### config.mk
export PLATFORM = sky130hd
export DESIGN_NAME = uart_rx
export DESIGN_NICKNAME = d
export VERILOG_FILES = /design/src/rtl/uart_rx.sv
export SDC_FILE = /design/constraint.sdc
export NUM_CORES = 1
export LEC_CHECK = 0
export CAP_MARGIN = 15
export CORE_MARGIN = 4
export CORE_UTILIZATION = 60
export CTS_CLUSTER_SIZE = 30
export DETAILED_ROUTE_END_ITERATION = 10
export PLACE_DENSITY = 0.87
export SLEW_MARGIN = 20
export SYNTH_ARGS = -nofsm -noshare
export SYNTH_HDL_FRONTEND = slang
export SYNTH_SLANG_ARGS = --single-unit
### constraint.sdc
create_clock -name CLK -period 5.5 [get_ports CLK]
set_input_delay 0.55 -clock CLK [delete_from_list [all_inputs] [get_ports CLK]]
set_output_delay 0.55 -clock CLK [all_outputs]
set_load 0.02 [all_outputs]
### src/rtl/uart_rx.sv
// uart_rx - asynchronous serial receiver (8N1, LSB first) feeding a
// valid/ready byte holding register, with framing-error and overrun pulses.
// Optional macro UART_RX_PARITY_EN switches the frame to 8E1 and adds the
// PARITY_ERR output; the default build (macro undefined) is 8N1 only.
module uart_rx #(
    parameter int CLK_FREQ_HZ = 27000000,
    parameter int BAUD        = 115200,
    parameter int DIVISOR     = CLK_FREQ_HZ / BAUD
) (
    input  logic       CLK,
    input  logic       RESET,
    input  logic       RXD,
    output logic [7:0] RX_DATA,
    output logic       RX_VALID,
    input  logic       RX_READY,
    output logic       FRAME_ERR,
    output logic       OVERRUN,
`ifdef UART_RX_PARITY_EN
    output logic       PARITY_ERR,
`endif
    output logic       BUSY
);

    // A bit time shorter than 4 clocks leaves no room for mid-bit sampling.
    generate
        if (DIVISOR < 4) begin : g_divisor_check
            $error("uart_rx: DIVISOR must be >= 4");
        end
    endgenerate

    localparam int CNT_W = $clog2(DIVISOR);
    localparam logic [CNT_W-1:0] CNT_HALF_M1 = CNT_W'(DIVISOR / 2 - 1);
    localparam logic [CNT_W-1:0] CNT_FULL_M1 = CNT_W'(DIVISOR - 1);
    localparam logic [CNT_W-1:0] CNT_ONE     = CNT_W'(1);

    typedef enum logic [2:0] {
        S_IDLE,
        S_START,
        S_DATA,
        S_STOP,
        S_WAIT_HIGH
`ifdef UART_RX_PARITY_EN
        ,
        S_PARITY
`endif
    } state_t;

    logic             r_sync1;
    logic             r_rxs;
    state_t           r_state;
    logic [CNT_W-1:0] r_cnt;
    logic [2:0]       r_bit_idx;
    logic [7:0]       r_shreg;
    logic [7:0]       r_data;
    logic             r_valid;
    logic             r_frame_err;
    logic             r_overrun;
`ifdef UART_RX_PARITY_EN
    logic             r_par_bit;
    logic             r_parity_err;
`endif

    // Two-flop synchronizer; reset to the idle (high) line level.
    always_ff @(posedge CLK or negedge RESET) begin
        if (!RESET) begin
            r_sync1 <= 1'b1;
            r_rxs   <= 1'b1;
        end else begin
            r_sync1 <= RXD;
            r_rxs   <= r_sync1;
        end
    end

    // Receive FSM, bit-time counter, shift register and holding register.
    always_ff @(posedge CLK or negedge RESET) begin
        if (!RESET) begin
            r_state     <= S_IDLE;
            r_cnt       <= '0;
            r_bit_idx   <= '0;
            r_shreg     <= '0;
            r_data      <= '0;
            r_valid     <= 1'b0;
            r_frame_err <= 1'b0;
            r_overrun   <= 1'b0;
`ifdef UART_RX_PARITY_EN
            r_par_bit    <= 1'b0;
            r_parity_err <= 1'b0;
`endif
        end else begin
            r_frame_err <= 1'b0;
            r_overrun   <= 1'b0;
`ifdef UART_RX_PARITY_EN
            r_parity_err <= 1'b0;
`endif
            // NOTE: a consumer handshake clears the holding register here; a
            // delivery later in this block overrides it because the last
            // non-blocking assignment to a register in a cycle wins.
            if (r_valid && RX_READY) begin
                r_valid <= 1'b0;
            end

            case (r_state)
                S_IDLE: begin
                    if (!r_rxs) begin
                        r_cnt   <= CNT_HALF_M1;
                        r_state <= S_START;
                    end
                end

                S_START: begin
                    if (r_cnt != '0) begin
                        r_cnt <= r_cnt - CNT_ONE;
                    end else if (r_rxs) begin
                        r_state <= S_IDLE;
                    end else begin
                        r_cnt     <= CNT_FULL_M1;
                        r_bit_idx <= '0;
                        r_state   <= S_DATA;
                    end
                end

                S_DATA: begin
                    if (r_cnt != '0) begin
                        r_cnt <= r_cnt - CNT_ONE;
                    end else begin
                        r_shreg   <= {r_rxs, r_shreg[7:1]};
                        r_bit_idx <= r_bit_idx + 3'd1;
                        r_cnt     <= CNT_FULL_M1;
                        if (r_bit_idx == 3'd7) begin
`ifdef UART_RX_PARITY_EN
                            r_state <= S_PARITY;
`else
                            r_state <= S_STOP;
`endif
                        end
                    end
                end

`ifdef UART_RX_PARITY_EN
                S_PARITY: begin
                    if (r_cnt != '0) begin
                        r_cnt <= r_cnt - CNT_ONE;
                    end else begin
                        r_par_bit <= r_rxs;
                        r_cnt     <= CNT_FULL_M1;
                        r_state   <= S_STOP;
                    end
                end
`endif

                S_STOP: begin
                    if (r_cnt != '0) begin
                        r_cnt <= r_cnt - CNT_ONE;
                    end else if (!r_rxs) begin
                        // Low stop bit: drop the byte and wait out a break.
                        r_frame_err <= 1'b1;
                        r_state     <= S_WAIT_HIGH;
                    end else begin
                        r_state <= S_IDLE;
`ifdef UART_RX_PARITY_EN
                        if (^{r_shreg, r_par_bit}) begin
                            r_parity_err <= 1'b1;
                        end else
`endif
                        if (!r_valid || RX_READY) begin
                            r_data  <= r_shreg;
                            r_valid <= 1'b1;
                        end else begin
                            r_overrun <= 1'b1;
                        end
                    end
                end

                S_WAIT_HIGH: begin
                    if (r_rxs) begin
                        r_state <= S_IDLE;
                    end
                end

                default: r_state <= S_IDLE;
            endcase
        end
    end

    assign RX_DATA   = r_data;
    assign RX_VALID  = r_valid;
    assign FRAME_ERR = r_frame_err;
    assign OVERRUN   = r_overrun;
    assign BUSY      = (r_state != S_IDLE);
`ifdef UART_RX_PARITY_EN
    assign PARITY_ERR = r_parity_err;
`endif

endmodule

==> impl_results.rst <==
.. list-table::
   :header-rows: 1

   * - Metric
     - Value
   * - Share of cells above drive strength 1
     - 21.2%
   * - Instance area after placement
     - 1850 µm²
   * - Post-synthesis register bit count
     - 35
   * - Switching power summed over all nets
     - 93.9 µW
   * - Total grt overflow
     - 0
   * - Yosys warnings
     - 0
   * - CP bufs+invs
     - 1
   * - Synthesized net count
     - 157
   * - CTS root buffer
     - sky130_fd_sc_hd__clkbuf_4
   * - Required time at the endpoint of the critical path
     - 5710 ps
   * - Critical path's top delay family
     - simple AND/OR/NAND/NOR gates
   * - Sinks on the clock net
     - 35
   * - Maximum fanout encountered on the critical timing path
     - 11
   * - Sequential standard cell area
     - 878 µm²
   * - Areal power density over the cells
     - 224 nW/µm²
   * - Initial core utilization
     - 62.2%
   * - Part of the Yosys area used for sequential elements
     - 51.7%
   * - Number of buffers on the longest clock path
     - 2
   * - Number of max-capacitance violations reported
     - 0
   * - Floorplan core area
     - 2730 µm²
   * - DIE WIDTH
     - 61.2 µm
   * - Area growth from synthesis to layout
     - 13.1%
   * - Relative contribution of the clock network to total power
     - 37.6%
   * - Routability congestion estimate from global placement
     - 0.868
   * - Count of final max-slew check failures
     - 0
   * - Crit end category
     - register
   * - Maximum cell stage delay along the critical path
     - 620 ps
   * - Post-route DRC violation count
     - 0
   * - Final cell area excluding filler cells
     - 1920 µm²
   * - Post-cts repair resize count
     - 0
   * - Cell-internal power
     - 336 µW
   * - Number of cells in the finished layout apart from fillers
     - 196
   * - Antenna violations before repair
     - 0
   * - TritonCTS buffer count
     - 5
   * - Detail-routed via count per cell
     - 6.13
   * - Setup repair after global routing missed its margin
     - no
   * - Setup skew after layout
     - 15.3 ps
   * - Final period util
     - 45.4%
   * - Post-Route WL
     - 3.23 mm
   * - Global-route wire length before repair
     - 5.34 mm
   * - Vias post-DR
     - 1,202
   * - Avg Synthesized Cell Area
     - 11.4 µm²
   * - Met3 Use GR
     - 5.66%
   * - Y dimension of the die
     - 61.2 µm
   * - Wire length per cell
     - 16.5 µm
   * - Clock-pin slew on the worst setup and hold paths
     - 100 ps
   * - Slew HR
     - 58.9%
   * - Run status
     - finished, final reports clean
   * - Grt met1 use
     - 26.8%
   * - Number of H-tree levels
     - 2
   * - Flop pwr share
     - 60.3%
   * - Netlist Area Pre-Place
     - 1700 µm²
   * - Synth area leaders
     - sky130_fd_sc_hd__dfrtp_1 (49%), sky130_fd_sc_hd__mux2_2 (6.6%), sky130_fd_sc_hd__mux2_4 (6.2%)
   * - First drt pass iteration count
     - 4
   * - Final count of negative-setup-slack endpoints
     - 0
   * - Placement Rows
     - 19
   * - Post CTS Setup Buffer Count
     - 0
   * - Setup TNS
     - 0 ps
   * - Number of global-route vias before repair
     - 1,168
   * - Achievable Freq
     - 400 MHz
   * - Clock latency at the later pin of the worst-skew pair
     - 330 ps
   * - Largest net degree at the start of global routing
     - 36
   * - Category of the most critical setup path
     - register to register
   * - Layer with the highest usage
     - met2
   * - Placed wire-length estimate
     - 2.26 mm
   * - Cell variety after synth
     - 43
   * - Gate count after technology mapping
     - 149
   * - Peak ir drop on the vdd network
     - 0.183 mV
   * - Diodes inserted
     - 0
   * - CTS tree
     - done
   * - Net count of the finished layout
     - 172
   * - Yosys top cell by area
     - sky130_fd_sc_hd__dfrtp_1
   * - Worst min path class
     - register to register
   * - GRT Total Usage
     - 19.3%
   * - Detail Route Antenna Nets
     - 0
   * - Area of the die
     - 3750 µm²
   * - Portion of total power attributed to combinational logic
     - 2.0%
   * - Slew at the pin closest to its max-slew limit
     - 612 ps
   * - Post-synth top area share
     - 48.6%
   * - IO buf count
     - 15
   * - Highest-delay cell along the critical path
     - sky130_fd_sc_hd__or3_1
   * - Arrival time worst endpoint
     - 2710 ps
   * - Worst-case register-to-register setup slack
     - 3000 ps
   * - Final hold violation count
     - 0
   * - Minimum clock period after layout
     - 2500 ps
   * - Critical Path Source Type
     - register
   * - Static Leak
     - 0.932 nW
   * - Met2 track utilization from global routing
     - 29.5%
   * - Filler Cell Count
     - 208
   * - Combined area of the multi-input logic cells
     - 759 µm²
   * - # IOs
     - 16
   * - Switching share of power
     - 21.8%
   * - Critical path cell sequence
     - inv_1, ha_1, nor3b_1, nand2_2, or3_1, mux2_4
   * - Number of cells after detailed placement
     - 188
   * - Number of hold buffers added after CTS
     - 0
   * - Number of DRC markers in iteration 0
     - 71
==> sequential cells by signal, indices dropped and copies added, names as in the netlist <==
register,flops
RX_DATA,8
r_shreg,8
r_sync1,1
r_cnt,8
OVERRUN,1
r_state,3
RX_VALID,1
FRAME_ERR,1
r_rxs,1
r_bit_idx,3
==> layout make-up <==
type	instances	area share, %
multi-input cells	102	39.5
clock inverters	1	0.391
flip-flops and latches	35	45.7
clock buffers	7	3.39
repair buffers	16	8.20
well taps	31	2.02
inverters	4	0.781
==> per-layer routing <==
| layer | part of all wire, % | wire, µm |
|---|---|---|
| met4 | 0.59 | 19 |
| met1 | 48 | 1540 |
| met3 | 3.6 | 117 |
| met2 | 48 | 1560 |
| met5 | 0 | 0 |
==> path summary, 6_finish.rpt <==
path,from,to,cells past startpoint
setup / recovery,r_cnt[0]$_DFFE_PN0P_,r_shreg[5]$_DFFE_PN0P_,6
hold / removal,r_sync1$_DFF_PN1_,r_rxs$_DFF_PN1_,0
setup reg to reg,r_cnt[0]$_DFFE_PN0P_,r_shreg[5]$_DFFE_PN0P_,6
hold reg to reg,r_sync1$_DFF_PN1_,r_rxs$_DFF_PN1_,0
max in group asynchronous,RESET,r_rxs$_DFF_PN1_,2
min in group asynchronous,RESET,r_cnt[5]$_DFFE_PN0P_,2
==> Yosys cell counts (all sizes together) <==
master / number
dfrtp: 33
mux2: 17
nor2: 15
a21oi: 8
nand2: 8
buf: 6
nor3: 5
o21ai: 5
ha: 4
inv: 4
a21o: 3
a31oi: 3
nand3: 3
o22ai: 3
o31ai: 3
or3: 3
clkbuf: 2
dfstp: 2
nor3b: 2
o22a: 2
or2: 2
a221oi: 1
a22oi: 1
a311oi: 1
a31o: 1
a41o: 1
a41oi: 1
and2: 1
nand2b: 1
nand4: 1
nor4: 1
o2111ai: 1
o21a: 1
o21bai: 1
o32ai: 1
or4: 1
xnor2: 1
==> cells by family after synthesis <==
group                    count (synthesis)  synth area share, %
AO/OA/AOI/OAI                           37                 14.9
XOR/XNOR                                 1                0.516
adder cells (fa/ha/maj)                  4                 2.95
buffers and inverters                   12                 3.61
flip-flops                              35                 51.7
multiplexers                            17                 12.8
AND/OR/NAND/NOR                         43                 13.5
==> layout by cell type, fill, tap and decap left out, types with 3 or more instances in the layout <==
| master | n |
|---|---|
| sky130_fd_sc_hd__dfrtp_1 | 33 |
| sky130_fd_sc_hd__nor2_1 | 15 |
| sky130_fd_sc_hd__clkdlybuf4s50_1 | 15 |
| sky130_fd_sc_hd__mux2_2 | 10 |
| sky130_fd_sc_hd__a21oi_1 | 8 |
| sky130_fd_sc_hd__nand2_1 | 7 |
| sky130_fd_sc_hd__mux2_4 | 7 |
| sky130_fd_sc_hd__nor3_1 | 5 |
| sky130_fd_sc_hd__clkbuf_4 | 5 |
| sky130_fd_sc_hd__inv_1 | 4 |
| sky130_fd_sc_hd__ha_1 | 4 |
| sky130_fd_sc_hd__or3_1 | 3 |
| sky130_fd_sc_hd__nand3_1 | 3 |
| sky130_fd_sc_hd__a21o_1 | 3 |
| sky130_fd_sc_hd__a31oi_1 | 3 |
| sky130_fd_sc_hd__o21ai_0 | 3 |
| sky130_fd_sc_hd__o31ai_1 | 3 |
| sky130_fd_sc_hd__o22ai_1 | 3 |
==> stage by stage <==
| stage | util [%] | total power, mW | hold slack (ps) | worst slack, ps |
|---|---|---|---|---|
| after floorplan | - | 0.266 | 254 | 3510 |
| after global placement | 67.6 | 0.273 | 347 | 3160 |
| after detailed placement | 67.6 | 0.273 | 348 | 3080 |
| after CTS | 70.3 | 0.433 | 363 | 3050 |
| after global routing | 70.3 | 0.444 | 366 | 2850 |
| final | 70.3 | 0.430 | 364 | 3000 |
==> power groups by stage <==
stage | Combinational, mW | Sequential [mW] | Clock (mW)
2_1_floorplan | 0.00148 | 0.264 | 0
3_3_place_gp | 0.00875 | 0.264 | 0
3_5_place_dp | 0.00904 | 0.264 | 0
4_1_cts | 0.00912 | 0.259 | 0.164
5_1_grt | 0.00984 | 0.260 | 0.175
6_report | 0.00873 | 0.259 | 0.162
(Power assumes the default switching activity.)
